--- config.mk ---
export PLATFORM = sky130hd
export DESIGN_NAME = reg_wr_ctrl
export DESIGN_NICKNAME = d
export VERILOG_FILES = /design/src/rtl/reg_wr_ctrl.sv
export SDC_FILE = /design/constraint.sdc
export NUM_CORES = 1
export LEC_CHECK = 0
export BUFFER_PORTS_ARGS = -buffer_cell sky130_fd_sc_hd__buf_2
export CORE_MARGIN = 2
export CORE_UTILIZATION = 44
export DETAILED_ROUTE_END_ITERATION = 7
export MAX_ROUTING_LAYER = met4
export PLACE_DENSITY_LB_ADDON = 0.12
export SLEW_MARGIN = 10
export SYNTH_ARGS = -nofsm -noshare
export SYNTH_HDL_FRONTEND = slang
export SYNTH_SLANG_ARGS = --single-unit
--- constraint.sdc ---
create_clock -name clk -period 1.85 [get_ports clk]
set_clock_uncertainty 0.15 [all_clocks]
set_input_delay 0.37 -clock clk [delete_from_list [all_inputs] [get_ports clk]]
set_output_delay 0.37 -clock clk [all_outputs]
set_load 0.05 [all_outputs]
--- src/rtl/reg_wr_ctrl.sv ---
// Register-file write-back controller: arbitrates ALU and decoder write requests,
// serialises different-address conflicts through a one-entry pending buffer.
module reg_wr_ctrl #(
   parameter int DataWidth = 8,
   parameter int AddrWidth = 4,
   parameter int PRIO_ALU  = 1
) (
   input  logic                 clk,
   input  logic                 reset,
   input  logic                 alu_wr_req,
   input  logic [AddrWidth-1:0] alu_wr_adr,
   input  logic [DataWidth-1:0] alu_result,
   input  logic                 dec_wr_req,
   input  logic [AddrWidth-1:0] dec_wr_adr,
   input  logic [DataWidth-1:0] dec_literal,
   output logic                 alu_wr_ack,
   output logic                 dec_wr_ack,
   output logic                 stall,
   output logic                 wr_collision,
   output logic                 sel_reg_in_alu_decoder,
   output logic [DataWidth-1:0] result,
   output logic [DataWidth-1:0] literal_adr,
   output logic                 reg_wr_en,
   output logic [AddrWidth-1:0] reg_wr_adr
);

   typedef enum logic [1:0] {IDLE, WR, WR_PEND} state_t;

   state_t               r_state;
   logic                 r_stall;
   logic                 r_collision;
   logic                 r_sel;
   logic [DataWidth-1:0] r_result;
   logic [DataWidth-1:0] r_literal;
   logic                 r_wr_en;
   logic [AddrWidth-1:0] r_wr_adr;
   logic                 r_pend_sel;
   logic [AddrWidth-1:0] r_pend_adr;
   logic [DataWidth-1:0] r_pend_data;

   logic w_alu_acc;
   logic w_dec_acc;
   logic w_both;
   logic w_same_adr;
   logic w_win_alu;

   assign w_alu_acc  = alu_wr_req & ~r_stall;
   assign w_dec_acc  = dec_wr_req & ~r_stall;
   assign w_both     = w_alu_acc & w_dec_acc;
   assign w_same_adr = (alu_wr_adr == dec_wr_adr);
   assign w_win_alu  = w_alu_acc & (~w_dec_acc | (PRIO_ALU != 0));

   // The pending buffer is occupied exactly while stall is high in WR.
   // NOTE: all state updates use non-blocking assignments so every register
   // samples the pre-edge values, independent of statement order.
   always_ff @(posedge clk or posedge reset) begin
      if (reset) begin
         r_state     <= IDLE;
         r_stall     <= 1'b0;
         r_collision <= 1'b0;
         r_sel       <= 1'b0;
         r_result    <= '0;
         r_literal   <= '0;
         r_wr_en     <= 1'b0;
         r_wr_adr    <= '0;
         r_pend_sel  <= 1'b0;
         r_pend_adr  <= '0;
         r_pend_data <= '0;
      end else begin
         r_collision <= 1'b0;
         if (r_state == WR && r_stall) begin
            r_state  <= WR_PEND;
            r_stall  <= 1'b0;
            r_wr_en  <= 1'b1;
            r_sel    <= r_pend_sel;
            r_wr_adr <= r_pend_adr;
            if (r_pend_sel) r_result  <= r_pend_data;
            else            r_literal <= r_pend_data;
         end else if (w_alu_acc || w_dec_acc) begin
            r_state <= WR;
            r_wr_en <= 1'b1;
            if (w_win_alu) begin
               r_sel    <= 1'b1;
               r_wr_adr <= alu_wr_adr;
               r_result <= alu_result;
            end else begin
               r_sel     <= 1'b0;
               r_wr_adr  <= dec_wr_adr;
               r_literal <= dec_literal;
            end
            if (w_both && w_same_adr) begin
               r_collision <= 1'b1;
            end else if (w_both) begin
               r_stall     <= 1'b1;
               r_pend_sel  <= ~w_win_alu;
               r_pend_adr  <= w_win_alu ? dec_wr_adr  : alu_wr_adr;
               r_pend_data <= w_win_alu ? dec_literal : alu_result;
            end
         end else begin
            r_state <= IDLE;
            r_wr_en <= 1'b0;
         end
      end
   end

   assign alu_wr_ack             = w_alu_acc;
   assign dec_wr_ack             = w_dec_acc;
   assign stall                  = r_stall;
   assign wr_collision           = r_collision;
   assign sel_reg_in_alu_decoder = r_sel;
   assign result                 = r_result;
   assign literal_adr            = r_literal;
   assign reg_wr_en              = r_wr_en;
   assign reg_wr_adr             = r_wr_adr;

endmodule
==> impl_results.md, run 1 <==
- Yosys warnings: 0
- Final Hold Fails: 0
- Power Density: 1957 nW/um^2
- Worst endpoint data arrival time: 1250 ps
- Global-route wire length before repair: 5961 um
- Max Root-Sink Buffers: 2
- Cell taking the most area after synthesis: dfrtp_1
- Row count: 23
- FFs w/ async S/R, synth: 100.0%
- Pin count of the biggest net entering global routing: 40
- Number of synthesized flops with an enable pin: 0
- Drt drc: 0
- Critical R2R Launch: stall
- Post-synthesis register bit count: 39
- Clock transition at path regs: 70 ps
- HPWL Detailed: 2638 um
- Grt total ovfl: 0
- Vias in the first global route: 1,259
- Die area: 4659 sq um
- Crit-path slowest cell: dfrtp_2
- Drt pass-1 iters: 4
- Ant diodes: 0
- Setup Buffers After CTS: 0
- Max Clock Freq: 565.3 MHz
- Share of Yosys cell area claimed by the top area cell type: 53.72%
- Clock net sink count: 39
- Cells on worst reg2reg path: 5
- Final nets: 217
- Hold_buf cts: 0
- Crit path to: dec_wr_ack
- Slew Limit Fails: 0
- Worst Setup Path Type: reg2out
- Crit-path cells: buf_4 > nor2b_2 > buf_4
- Area Growth Syn to Fin: 24.59%
- Status: complete, no violations
- Mean Syn Cell Area: 14.08 sq um
- RSZ-0062 raised after global routing: false
- Hold slack: 39.14 ps
- Multiplexer share of the synthesized area: 27.27%
- CP max stage delay: 470 ps
- Worst-margin pin slew: 488.5 ps
- Leakage power: 1.071 nW
- Count of final setup violators: 0
- Synth top area cells: dfrtp_1 (54%), mux2_2 (22%), mux2_1 (5.0%), a221o_1 (2.2%), nand3b_1 (2.1%)
- CTS tree: yes
- Final min period: 1769 ps
- Register area share after synthesis: 53.72%
- CORE AREA: 4000 sq um
- Yosys cell types: 24
- Synth Area in Simple Gates: 6.474%
- Vias per cell: 5.013
- Mapped Area: 1817 sq um
- Initial detailed-routing violation count: 61
- CTS buffer count: 5
- Chip height: 68.26 um
- CTS root buf: clkbuf_8
- Via Count: 1,203
- I/O pin total: 54
- Maxcap violations: 0
- Antenna Nets Post-Route: 0
- Die span in x: 68.26 um
- Hold Path Class: in2async
- Critical path origin: stall
- XOR/XNOR Fraction of Synth Area: 1.928%
- Post-synthesis compound-gate area fraction: 6.612%
- Crit end category: output port
- Starting Density: 45.42%
- Max_slew headroom: 67.43%
- Share of cells above drive strength 1: 58.95%
- H-tree levels: 2
- Antenna violations before repair: 0
- GPL Wtd Cong: 0.7306
- GRT Total Usage: 18.61%
- Most common cell in the netlist: dfrtp_1
- Maximum VDD drop: 0.9767 mV
- Critical Path Source Type: flip-flop
- CP most frequent cell: buf_4
- Post-DR wirelength/cell: 15.49 um
- IO buf count: 53
- Critical Path RT: 1330 ps
- Post-synth top cells: dfrtp_1 (39), mux2_2 (36), mux2_1 (8), nand3b_1 (5)
- Period utilisation layout: 95.62%
- Cells resized by post-CTS repair: 0
- Largest family of logic cells by synthesized area: multiplexers
- Fill cell count: 366
- Reg2reg end: result[0]
- Final wirelength: 3718 um
- Post-synthesis instance total: 129
- Net Count, Synth: 157
- Adder-cell area share of the yosys netlist: 0%
- Most used flip-flop cell after synthesis: dfrtp_1
- Reg2Reg Setup Slack: 120 ps
- Max FO, Critical Path: 8
- Worst-Skew Late Latency: 290 ps
- Power, Total: 4.429 mW
-- metrics by stage --
| step | cells | TNS, ps | instance area (sq um) | worst slack [ps] | utilization, % |
|---|---|---|---|---|---|
| 6_report | 240 | 0 | 2263 | 81.10 | 56.58 |
| 5_1_grt | 240 | 0 | 2263 | 18.22 | 56.58 |
| 2_1_floorplan | 129 | -25.08 | 1832 | -8.360 | - |
| 3_5_place_dp | 232 | 0 | 2175 | 79.90 | 54.36 |
| 3_3_place_gp | 232 | 0 | 2175 | 116.3 | 54.36 |
| 4_1_cts | 240 | 0 | 2258 | 11.16 | 56.46 |
-- worst min-delay path by stage --
stage | from | end | cells after the start
after global routing | reset | result[4] | 3
after global placement | literal_adr[2] | literal_adr[2] | 1
after floorplan | r_pend_adr[0] | reg_wr_adr[0] | 1
final | reset | result[6] | 3
after CTS | reset | result[4] | 3
after detailed placement | literal_adr[2] | literal_adr[2] | 1
-- flip-flops by register name, summed over array words and instances, names as in the netlist --
name and count:
reg_wr_adr 4, result 8, r_pend_data 8, sel_reg_in_alu_decoder 1, wr_collision 1, r_pend_sel 1, r_pend_adr 4, stall 1
literal_adr 8, r_state 2, reg_wr_en 1
-- worst max-delay path: cells and delay by family, from the launching register on --
| family | cells | cell delay [ps] |
|---|---|---|
| and+or+nand+nor | 1 | 110 |
| buffers and inverters | 2 | 390 |
| DFF | 1 | 470 |
-- cell type report --
cell class              instances  area [sq um]  area share (%)
clock buffers                   5         68.82           3.040
clock inverters                 3         15.01          0.6634
inverters                       3         16.27          0.7186
multi-input cells              80         778.2           34.38
flip-flops and latches         39         977.2           43.17
well taps                      50         62.56           2.764
repair buffers                 60         345.3           15.26
-- per-layer routing --
layer | GRT usage (%) | up-vias | routed length, um
met3 | 5.592 | 4 | 193
met4 | 6.750 | 0 | 34
li1 | - | 585 | -
met1 | 23.68 | 581 | 1697
met5 | - | - | 0
met2 | 28.16 | 33 | 1792
-- cells by family after synthesis --
| logic type | Yosys count |
|---|---|
| compound gates | 14 |
| flops | 39 |
| mux | 44 |
| xor+xnor | 4 |
| simple gates | 18 |
| buf+inv | 10 |
-- power by group --
group | internal [mW] | total, mW | switching, mW
Combinational | 0.853 | 2.36 | 1.51
Clock | 0.258 | 0.553 | 0.295
Sequential | 1.27 | 1.52 | 0.248
-- layout by cell type (no fill, tap or decap), types with 2 or more instances in the layout --
cell type / synthesis / routed
nor2_1: 3 / 3
inv_1: 2 / 2
buf_2: 1 / 52
nand2_1: 4 / 4
a221o_1: 4 / 4
nand3b_1: 5 / 5
mux2_1: 8 / 8
dfrtp_1: 39 / 38
a21o_1: 2 / 2
xnor2_1: 4 / 4
mux2_2: 36 / 36
a21oi_1: 4 / 4
buf_4: 2 / 6
buf_12: 0 / 2
clkbuf_8: 0 / 5
clkinv_2: 0 / 3
o21ba_2: 2 / 2
(Power assumes the default switching activity.)
==> run 2: changes to the inputs <==
Settings changed: CORE_UTILIZATION 44 to 51.
==> run 2 against run 1 <==
  * Combinational power increased by 2%
  * Setup slack worse by 3.6 ps
  * Die area shrank 13%
  * Routed wire length fell by 4.8%
  * Fmax shrank 0.21%
  * Via count rose by 5.7%
  * Critical endpoint unchanged
==> impl_results.md, run 2 (same netlist as run 1, synthesis figures left out) <==
- Clock net sink count: 39
- RSZ-0062 raised after global routing: true
- GPL Wtd Cong: 0.8301
- Critical Path RT: 1330 ps
- Die span in x: 63.69 um
- Die area: 4056 sq um
- Commonest non-fill, non-tap cells in the layout: buf_2 (51), dfrtp_1 (38), mux2_2 (36)
- Leakage power: 1.070 nW
- Clock transition at path regs: 110 ps
- Drt drc: 0
- HPWL Detailed: 2578 um
- Grt total ovfl: 0
- Pin count of the biggest net entering global routing: 40
- Period utilisation layout: 95.81%
- Post-DR wirelength/cell: 14.74 um
- Final nets: 221
- Max Clock Freq: 564.2 MHz
- Drt pass-1 iters: 4
- Ant diodes: 0
- Final Hold Fails: 0
- Final wirelength: 3538 um
- Initial detailed-routing violation count: 58
- Max Root-Sink Buffers: 2
- Starting Density: 53.60%
- Critical Path Source Type: flip-flop
- Via Count: 1,271
- Maxcap violations: 0
- CORE AREA: 3390 sq um
- Antenna Nets Post-Route: 0
- Power Density: 1918 nW/um^2
- Most common cell after layout, fill and taps aside: buf_2
- Status: complete, no violations
- I/O pin total: 54
- Worst-Skew Late Latency: 340 ps
- Slew Limit Fails: 0
- Worst Setup Path Type: reg2out
- Maximum VDD drop: 1.048 mV
- Pre-CTS worst setup slack: 78.21 ps
- Chip height: 63.69 um
- Row count: 21
- Hold Path Depth: 2
- Final core utilization: 66.30%
- IO buf count: 53
- Vias in the first global route: 1,301
- Fill cell count: 254
- Setup Buffers After CTS: 0
- Count of final setup violators: 0
- Antenna violations before repair: 0
- CTS buffer count: 5
- CTS root buf: clkbuf_4
- Vias per cell: 5.296
- Area Growth Syn to Fin: 23.69%
- Cells on worst reg2reg path: 5
- Share of cells above drive strength 1: 58.25%
- Global-route wire length before repair: 5975 um
- Crit end category: output port
- PnR worst setup slack: 77.46 ps
- CTS tree: yes
- Final min period: 1773 ps
- Worst endpoint data arrival time: 1250 ps
- Max FO, Critical Path: 7
- H-tree levels: 2
- Hold Path Class: in2reg
- Max_slew headroom: 68.01%
- Worst-margin pin slew: 479.8 ps
- GRT Total Usage: 20.09%
-- run 2: cell types whose count changed in the layout (fill, tap and decap cells not counted), moves of 2 or more --
cell / previous run / this run
clkbuf_4: 0 / 5
clkinv_2: 3 / 1
clkbuf_1: 0 / 2
buf_4: 6 / 9
clkbuf_8: 5 / 0
buf_6: 0 / 2
buf_12: 2 / 0
-- run 2: worst max-delay path, stage by stage, from the launching register on --
cell     delay, ps
dfrtp_2        460
buf_4          170
nor2b_2        120
buf_6          160
-- run 2: power breakdown --
part | internal [mW] | total, mW | switching, mW | leakage, nW
combinational | 0.882 | 2.40 | 1.52 | 0.574
sequential | 1.26 | 1.49 | 0.229 | 0.468
clock | 0.148 | 0.419 | 0.271 | 0.0293
total | 2.29 | 4.31 | 2.02 | 1.07
-- run 2: area by class of cell --
class | count | area (sq um) | share of cell area (%)
Clock inverter | 1 | 5.005 | 0.2227
Multi-Input combinational cell | 80 | 778.2 | 34.63
Tap cell | 46 | 57.56 | 2.561
Inverter | 3 | 13.76 | 0.6125
Clock buffer | 7 | 45.04 | 2.004
Timing Repair Buffer | 64 | 370.4 | 16.48
Sequential cell | 39 | 977.2 | 43.49
-- run 2: final timing paths --
check                          startpoint              to  slack, ps
max reg2reg                    r_state[1]       result[2]        150
min                        dec_literal[1]  r_pend_data[1]        120
max                                 stall      dec_wr_ack         80
min in group asynchronous           reset  literal_adr[5]        520
min reg2reg                     result[5]       result[5]        340
max in group asynchronous           reset           stall        670
-- run 2: routing by layer --
metal | wire (um) | track usage [%] | up-vias
met4 | 32 | 4.891 | 0
met3 | 162 | 6.964 | 6
met5 | 0 | - | -
li1 | - | - | 597
met1 | 1562 | 24.24 | 634
met2 | 1781 | 32.50 | 34
-- run 2: repair_timing --
item	in CTS	in global routing
hold buffers	1	0
setup endpoints to repair	2	2
endpoints found under the hold margin	39	0
resized for setup	2	4
-- run 2: metrics by stage --
stage / instance area [sq um] / hold WS, ps / setup TNS [ps] / std cells / total power, mW
6_report: 2247 / 115.8 / 0 / 240 / 4.311
5_1_grt: 2247 / 84.16 / -6.196 / 240 / 4.564
4_1_cts: 2232 / 103.7 / 0 / 240 / 4.324
3_5_place_dp: 2167 / 321.4 / 0 / 231 / 3.892
3_3_place_gp: 2167 / 312.7 / 0 / 231 / 3.829
2_1_floorplan: 1832 / 325.9 / -25.08 / 129 / 3.343
